===== src/rtl/micro_sequencer.sv =====
// micro_sequencer: micro-PC and next-address logic for the control ROM.
// Decodes the sequencing field of the current control word each cycle.
module micro_sequencer #(
    parameter int ADDR_W      = 8,
    parameter int STACK_DEPTH = 4,
    parameter int START_ADDR  = 0
) (
    input  logic              clk,
    input  logic              rst_n,
    input  logic              start,
    input  logic              stall,
    input  logic [3:0]        opcode,
    input  logic [7:0]        cond,
    input  logic [15:0]       word,
    output logic [ADDR_W-1:0] addr,
    output logic              running,
    output logic              halted,
    output logic              err
);

    localparam int SP_W = $clog2(STACK_DEPTH + 1);

    typedef enum logic [1:0] {
        S_IDLE,
        S_RUN,
        S_HALT
    } state_t;

    typedef enum logic [2:0] {
        OP_NEXT,
        OP_JUMP,
        OP_BR_T,
        OP_BR_F,
        OP_CALL,
        OP_RET,
        OP_DISP,
        OP_HALT
    } seq_t;

    state_t            state;
    logic [ADDR_W-1:0] upc;
    logic [SP_W-1:0]   sp;
    logic [ADDR_W-1:0] stack [STACK_DEPTH];

    seq_t              op;
    logic [ADDR_W-1:0] target;
    logic [ADDR_W-1:0] upc_inc;
    logic [ADDR_W-1:0] top;
    logic              taken;
    logic              full;
    logic              empty;
    logic              push;

    assign addr    = upc;
    assign op      = seq_t'(word[15:13]);
    assign target  = word[ADDR_W-1:0];
    assign upc_inc = upc + ADDR_W'(1);
    assign taken   = cond[word[12:10]];
    assign full    = (sp == SP_W'(STACK_DEPTH));
    assign empty   = (sp == '0);
    assign push    = (state == S_RUN) && !stall
                     && (op == OP_CALL) && !full;

    // Top-of-stack read: entry just below the stack pointer
    always_comb begin
        top = '0;
        for (int i = 0; i < STACK_DEPTH; i++) begin
            if (int'(sp) == i + 1) top = stack[i];
        end
    end

    // Return-stack storage; contents need no reset
    always_ff @(posedge clk) begin
        for (int i = 0; i < STACK_DEPTH; i++) begin
            if (push && int'(sp) == i) stack[i] <= upc_inc;
        end
    end

    // Sequencer FSM: state, uPC, stack pointer, status flags
    always_ff @(posedge clk) begin
        if (!rst_n) begin
            state   <= S_IDLE;
            upc     <= '0;
            sp      <= '0;
            err     <= 1'b0;
            running <= 1'b0;
            halted  <= 1'b0;
        end else begin
            unique case (state)
                S_IDLE, S_HALT: begin
                    if (start) begin
                        state   <= S_RUN;
                        upc     <= ADDR_W'(START_ADDR);
                        sp      <= '0;
                        err     <= 1'b0;
                        running <= 1'b1;
                        halted  <= 1'b0;
                    end
                end
                S_RUN: begin
                    if (!stall) begin
                        unique case (op)
                            OP_NEXT: upc <= upc_inc;
                            OP_JUMP: upc <= target;
                            OP_BR_T: upc <= taken ? target : upc_inc;
                            OP_BR_F: upc <= taken ? upc_inc : target;
                            OP_CALL: begin
                                if (full) begin
                                    err     <= 1'b1;
                                    state   <= S_HALT;
                                    running <= 1'b0;
                                    halted  <= 1'b1;
                                end else begin
                                    sp  <= sp + SP_W'(1);
                                    upc <= target;
                                end
                            end
                            OP_RET: begin
                                if (empty) begin
                                    err     <= 1'b1;
                                    state   <= S_HALT;
                                    running <= 1'b0;
                                    halted  <= 1'b1;
                                end else begin
                                    sp  <= sp - SP_W'(1);
                                    upc <= top;
                                end
                            end
                            OP_DISP: upc <= target + ADDR_W'(opcode);
                            OP_HALT: begin
                                state   <= S_HALT;
                                running <= 1'b0;
                                halted  <= 1'b1;
                            end
                            default: upc <= upc;
                        endcase
                    end
                end
                default: begin
                    state   <= S_IDLE;
                    running <= 1'b0;
                    halted  <= 1'b0;
                end
            endcase
        end
    end

endmodule


===== config.mk =====
export PLATFORM = sky130hd
export DESIGN_NAME = micro_sequencer
export DESIGN_NICKNAME = d
export VERILOG_FILES = /design/src/rtl/micro_sequencer.sv
export SDC_FILE = /design/constraint.sdc
export NUM_CORES = 1
export LEC_CHECK = 0
export CAP_MARGIN = 25
export CELL_PAD_IN_SITES_DETAIL_PLACEMENT = 0
export CELL_PAD_IN_SITES_GLOBAL_PLACEMENT = 1
export CORE_ASPECT_RATIO = 1.1
export CORE_UTILIZATION = 40
export CTS_CLUSTER_SIZE = 25
export DETAILED_ROUTE_END_ITERATION = 10
export GPL_TIMING_DRIVEN = 0
export HOLD_SLACK_MARGIN = 0.02
export MAX_ROUTING_LAYER = met4
export PLACE_DENSITY = 0.75
export SLEW_MARGIN = 20
export SYNTH_ARGS = -nofsm -noshare
export SYNTH_HDL_FRONTEND = slang
export SYNTH_SLANG_ARGS = --single-unit

===== constraint.sdc =====
create_clock -name clk -period 4.5 [get_ports clk]
set_input_delay 0.9 -clock clk [delete_from_list [all_inputs] [get_ports clk]]
set_output_delay 0.9 -clock clk [all_outputs]
set_load 0.005 [all_outputs]

# == Word-level counts from Yosys, hierarchy flattened ==
# Memories as Yosys holds them, arrays and structs flattened.
# Index checks and enable logic that the tools add are counted.
# classes
add_sub_neg,4
order_cmp,1
n_eq_ne,23
muxes,58
reduce_logical,22
# ops
cell,count
$mux W8,13
$pmux W8 S7,1
$eq A3 B3 Y1 const B,8
$reduce_or A8 Y1,3
$mux W1,21
$reduce_and A6 Y1,3
$pmux W8 S2,1
$mux W2,7
$mux W3,4
$ne A3 B3 Y1 const B,4
$pmux W3 S2,2
$eq A3 B2 Y1 const B,3
$logic_not A3 Y1,3
$add A8 B1 Y8 const B,1
$add A8 B4 Y8,1
$ne A8 B1 Y1 const B,1
$pmux W1 S2,4
$logic_and A1 B1 Y1,7
$pmux W1 S3,2
$pmux W2 S3,1
$reduce_and A5 Y1,1
$lt A3 B4 Y1 const B,1
$ne A2 B2 Y1 const B,2
$ne A4 B1 Y1 const B,1
other kinds (12),13
# totals
reg_bits,16
mem_bits_rw,32
input_bits,32
output_inout_bits,11
word_cells,115
memories,1
# mem_list
memory,depth,width,read_ports,rd_ports_with_merged_regs,wr,line,rtl
stack,4,8,4,0,1,43,logic [ADDR_W-1:0] stack [STACK_DEPTH];

# == Depth between registers and ports, before layout ==
# depth
word_depth,11
mapped_depth,9
mapped_depth_nobuf,8

# == Worst setup path before layout ==
# Ideal clock, no wire load.
# synth_path
kind,input to register
start,input port word[13]
end,"memory stack[3][0], enable pin"
setup_time_ns,0.385
arrival_time_ns,2.390
required_ns,4.115
slack_ns,1.724
cell_stages,4
n_path_buf,1
path_cell_list,buf_6 nand2b_1 or4_1 nor3b_1
# synth_between
elab_chain_cells,10
word_cells_on_any_way,24
classes_between,eq/ne: 1; mux: 14; reduce/logical: 9
# synth_lines
element,line,rtl
start: declaration,14,"input logic [15:0] word,"
$eq A3 B3 Y1 *,62,&& (op == OP_CALL) && !full;
$logic_and A1 B1 Y1 * (2 in series),62,
$logic_and A1 B1 Y1,75,if (push && int'(sp) == i) stack[i] <= upc_inc;
$mux W1,75,
$mux W1 (not written as such),75,
$reduce_or A8 Y1 (no line),--,
$mux W2 (no line) / $mux W1 (equally long branches) (3 in series),--,
end: declaration,43,
# Every way passes the cells marked *; elsewhere a longest branch is shown, timed or not.

# == Worst setup path after layout ==
# layout_path
start,input port word[15]
end,"memory stack[3][7], enable pin"
# Same word-level chain as after synthesis.

==> run metrics <==
status finished clean; top cells by area, synth edfxtp_1 33%, dfxtp_1 10%, mux2i_1 3.8%, xnor2_1 3.0%, a21oi_1 2.6%; Final Net Count 347; max cap viols 0; Setup crit start kind input port; number of enable flip-flop cells after synthesis 32; count of non-filler cells in the finished layout 394; asr flop ratio synth 0%; core area between 7000 and 8000 sq um; share of Yosys cell area claimed by the top area cell type 33.2%; Synth Instances between 200 and 300; crit path from word[15]; via count 2187; CP peak stage delay a little over 0.6 ns; most common cell in the netlist edfxtp_1; Yosys reg bits 47; grt ovf 0; Tcrit/Tclk final 69.2%; WHS approximately 0.49 ns; Initial DRC Count 70; Seq/Total Area, Yosys 43.6%; DRC 0; VDD IR max 0.169 mV; Worst Setup EP stack[3][7]$_DFFE_PP_; Via density 5.55; unrepaired setup endpoints after global routing false; layout cell share with drive strength beyond 1 16.2%; Routability Congestion 0.801; Avg Inst Size Synth 11.0 sq um; Die Height 91.2 microns; worst path arrival time roughly 3.1 ns; worst path required time roughly 4.5 ns; total of warnings raised by yosys 0; worst r2r dst stack[3][7]$_DFFE_PP_; Initial Util 41.3%; relative slew slack 46.5%; largest net degree at the start of global routing 17; clk_lat worst skew 0.30 ns; TritonRoute pass-1 iters 5; Synth area leader edfxtp_1; CTS Buf Count 5; Resized cells post-CTS 0; crit path cell chain clkdlybuf4s50_1 -> nand2b_1 -> or4_1 -> nor3b_1 -> buf_2; crit path capture type register; Power Density 279 nW/um^2; I/O pins 43; worst-path maximum fanout 8; HP Class register to register; endpoints failing setup 0; H-Tree Depth 2; clk sinks 47; Ant. Diodes 0; number of global-route vias before repair between 2000 and 2500; setup TNS 0 ns; Worst-path clk slew 0.10 ns; die width ~83 microns; Net Count, Synth 301; Root Driver clkbuf_8; Leak 1.21 nW; fmax 321 MHz; row cnt 32; commonest cells in the netlist 32 x edfxtp_1, 18 x nand2_1, 15 x a21oi_1, 15 x dfxtp_1, 11 x mux2i_1; flop2flop setup slack between 1.5 and 2 ns; WL final approximately 7000 microns; gr busiest metal met2; final hold vios 0; area delta synth->final 21.3%; CTS Hold Buffers Added 0; Clock Path Buffers 2; die area 7570 sq um; placed insts a little under 400; Crit-path slowest cell clkdlybuf4s50_1; final core occ around half; gr usage total 20.0%; HPWL after detailed placement 5390 microns; reg-to-reg critical path startpoint sp[0]$_SDFFE_PN0P_; met2 global-route usage 32.7%; postcts setup bufs 0; worst reg2reg path depth 5; Power Total roughly 980 uW; critical path type input port to register; Antenna Nets Post-Route 0; first-pass GRT wire length 11400 microns; minimum clock period just over 3 ns; initial antenna violation count 0; Final Max Tran Viols 0; grt met1 use 25.4%; Mapped Area 2890 sq um; CTS tree done; IO buf count 38; Worst-Margin Slew 0.798 ns; M3 GR Usage 3.91%; Main synth FF type edfxtp_1; routed len/inst 17.9 microns; clk_skew 0.00456 ns; Synth cell types slightly below 70
## metal layers
layer / vias up / wire length, microns
li1: 1089 / -
met1: 1048 / 3330
met2: 44 / 3380
met3: 6 / 260
met4: 0 / 68
met5: - / 0
## layout make-up
class                   count  area [sq um]
clock inverters             3          46.3
repair buffers             39           385
flip-flops and latches     47          1260
multi-input cells         194          1490
fillers                   665          3500
plain buffers              11           110
inverters                  10          37.5
well taps                  85           106
clock buffers               5          68.8
## critical path, delay by kind of cell
family        cells  cell delay [ns]
simple gates      3             1.32
buf+inv           2             0.91
## state kept, by name (all words and copies together), names as in the netlist
register / count
running: 1
err: 1
stack: 32
state: 2
sp: 3
addr: 8
## cell families after synthesis
| kind of cell | count (synthesis) | share of synthesized area, % |
|---|---|---|
| flip-flops | 47 | 43.6 |
| AO/OA/AOI/OAI | 73 | 19.8 |
| XOR/XNOR | 13 | 3.94 |
| adder cells (fa/ha/maj) | 7 | 3.55 |
| AND/OR/NAND/NOR | 83 | 16.9 |
| multiplexers | 18 | 7.06 |
| buffers and inverters | 21 | 5.11 |
## power breakdown
group	switching, mW	leakage (nW)	internal, mW	total, mW
combinational	0.0919	0.740	0.0872	0.179
clock	0.157	0.0548	0.168	0.325
sequential	0.00816	0.414	0.465	0.473
total	0.257	1.21	0.720	0.977
## through the flow
step                worst slack [ns]  cell area (sq um)
floorplan                       1.72               2890
global placement               0.818               3380
detailed placement              1.04               3390
CTS                             1.35               3510
global route                    1.30               3510
finish                          1.39               3510
## cells in the final DEF, fill, tap and decap left out, drive strengths merged, types with 3 or more instances in the layout
| cell | instances |
|---|---|
| xnor2 | 10 |
| ha | 5 |
| xor2 | 3 |
| o21ai | 9 |
| a21o | 5 |
| edfxtp | 32 |
| nand3 | 10 |
| nor2b | 7 |
| nand2b | 7 |
| o31a | 3 |
| mux2i | 11 |
| a22oi | 10 |
| mux2 | 6 |
| a31oi | 3 |
| nor3 | 8 |
| o211ai | 3 |
| and2 | 5 |
| inv | 10 |
| buf | 10 |
| nand2 | 18 |
| dfxtp | 15 |
| and3 | 3 |
| clkdlybuf4s50 | 38 |
| clkbuf | 7 |
| a21oi | 15 |
| nor2 | 11 |
| a221oi | 4 |
## worst min-delay path by stage
stage                    startpoint                    to  slack, ns  depth (start not counted)
2_1_floorplan  running$_SDFFE_PN0P_  running$_SDFFE_PN0P_       0.47                          2
3_3_place_gp   running$_SDFFE_PN0P_  running$_SDFFE_PN0P_       0.46                          2
3_5_place_dp   running$_SDFFE_PN0P_  running$_SDFFE_PN0P_       0.48                          2
4_1_cts        running$_SDFFE_PN0P_  running$_SDFFE_PN0P_       0.49                          2
5_1_grt        running$_SDFFE_PN0P_  running$_SDFFE_PN0P_       0.52                          2
6_report       running$_SDFFE_PN0P_  running$_SDFFE_PN0P_       0.49                          2
Note: power is estimated with default switching activity, not from simulation.
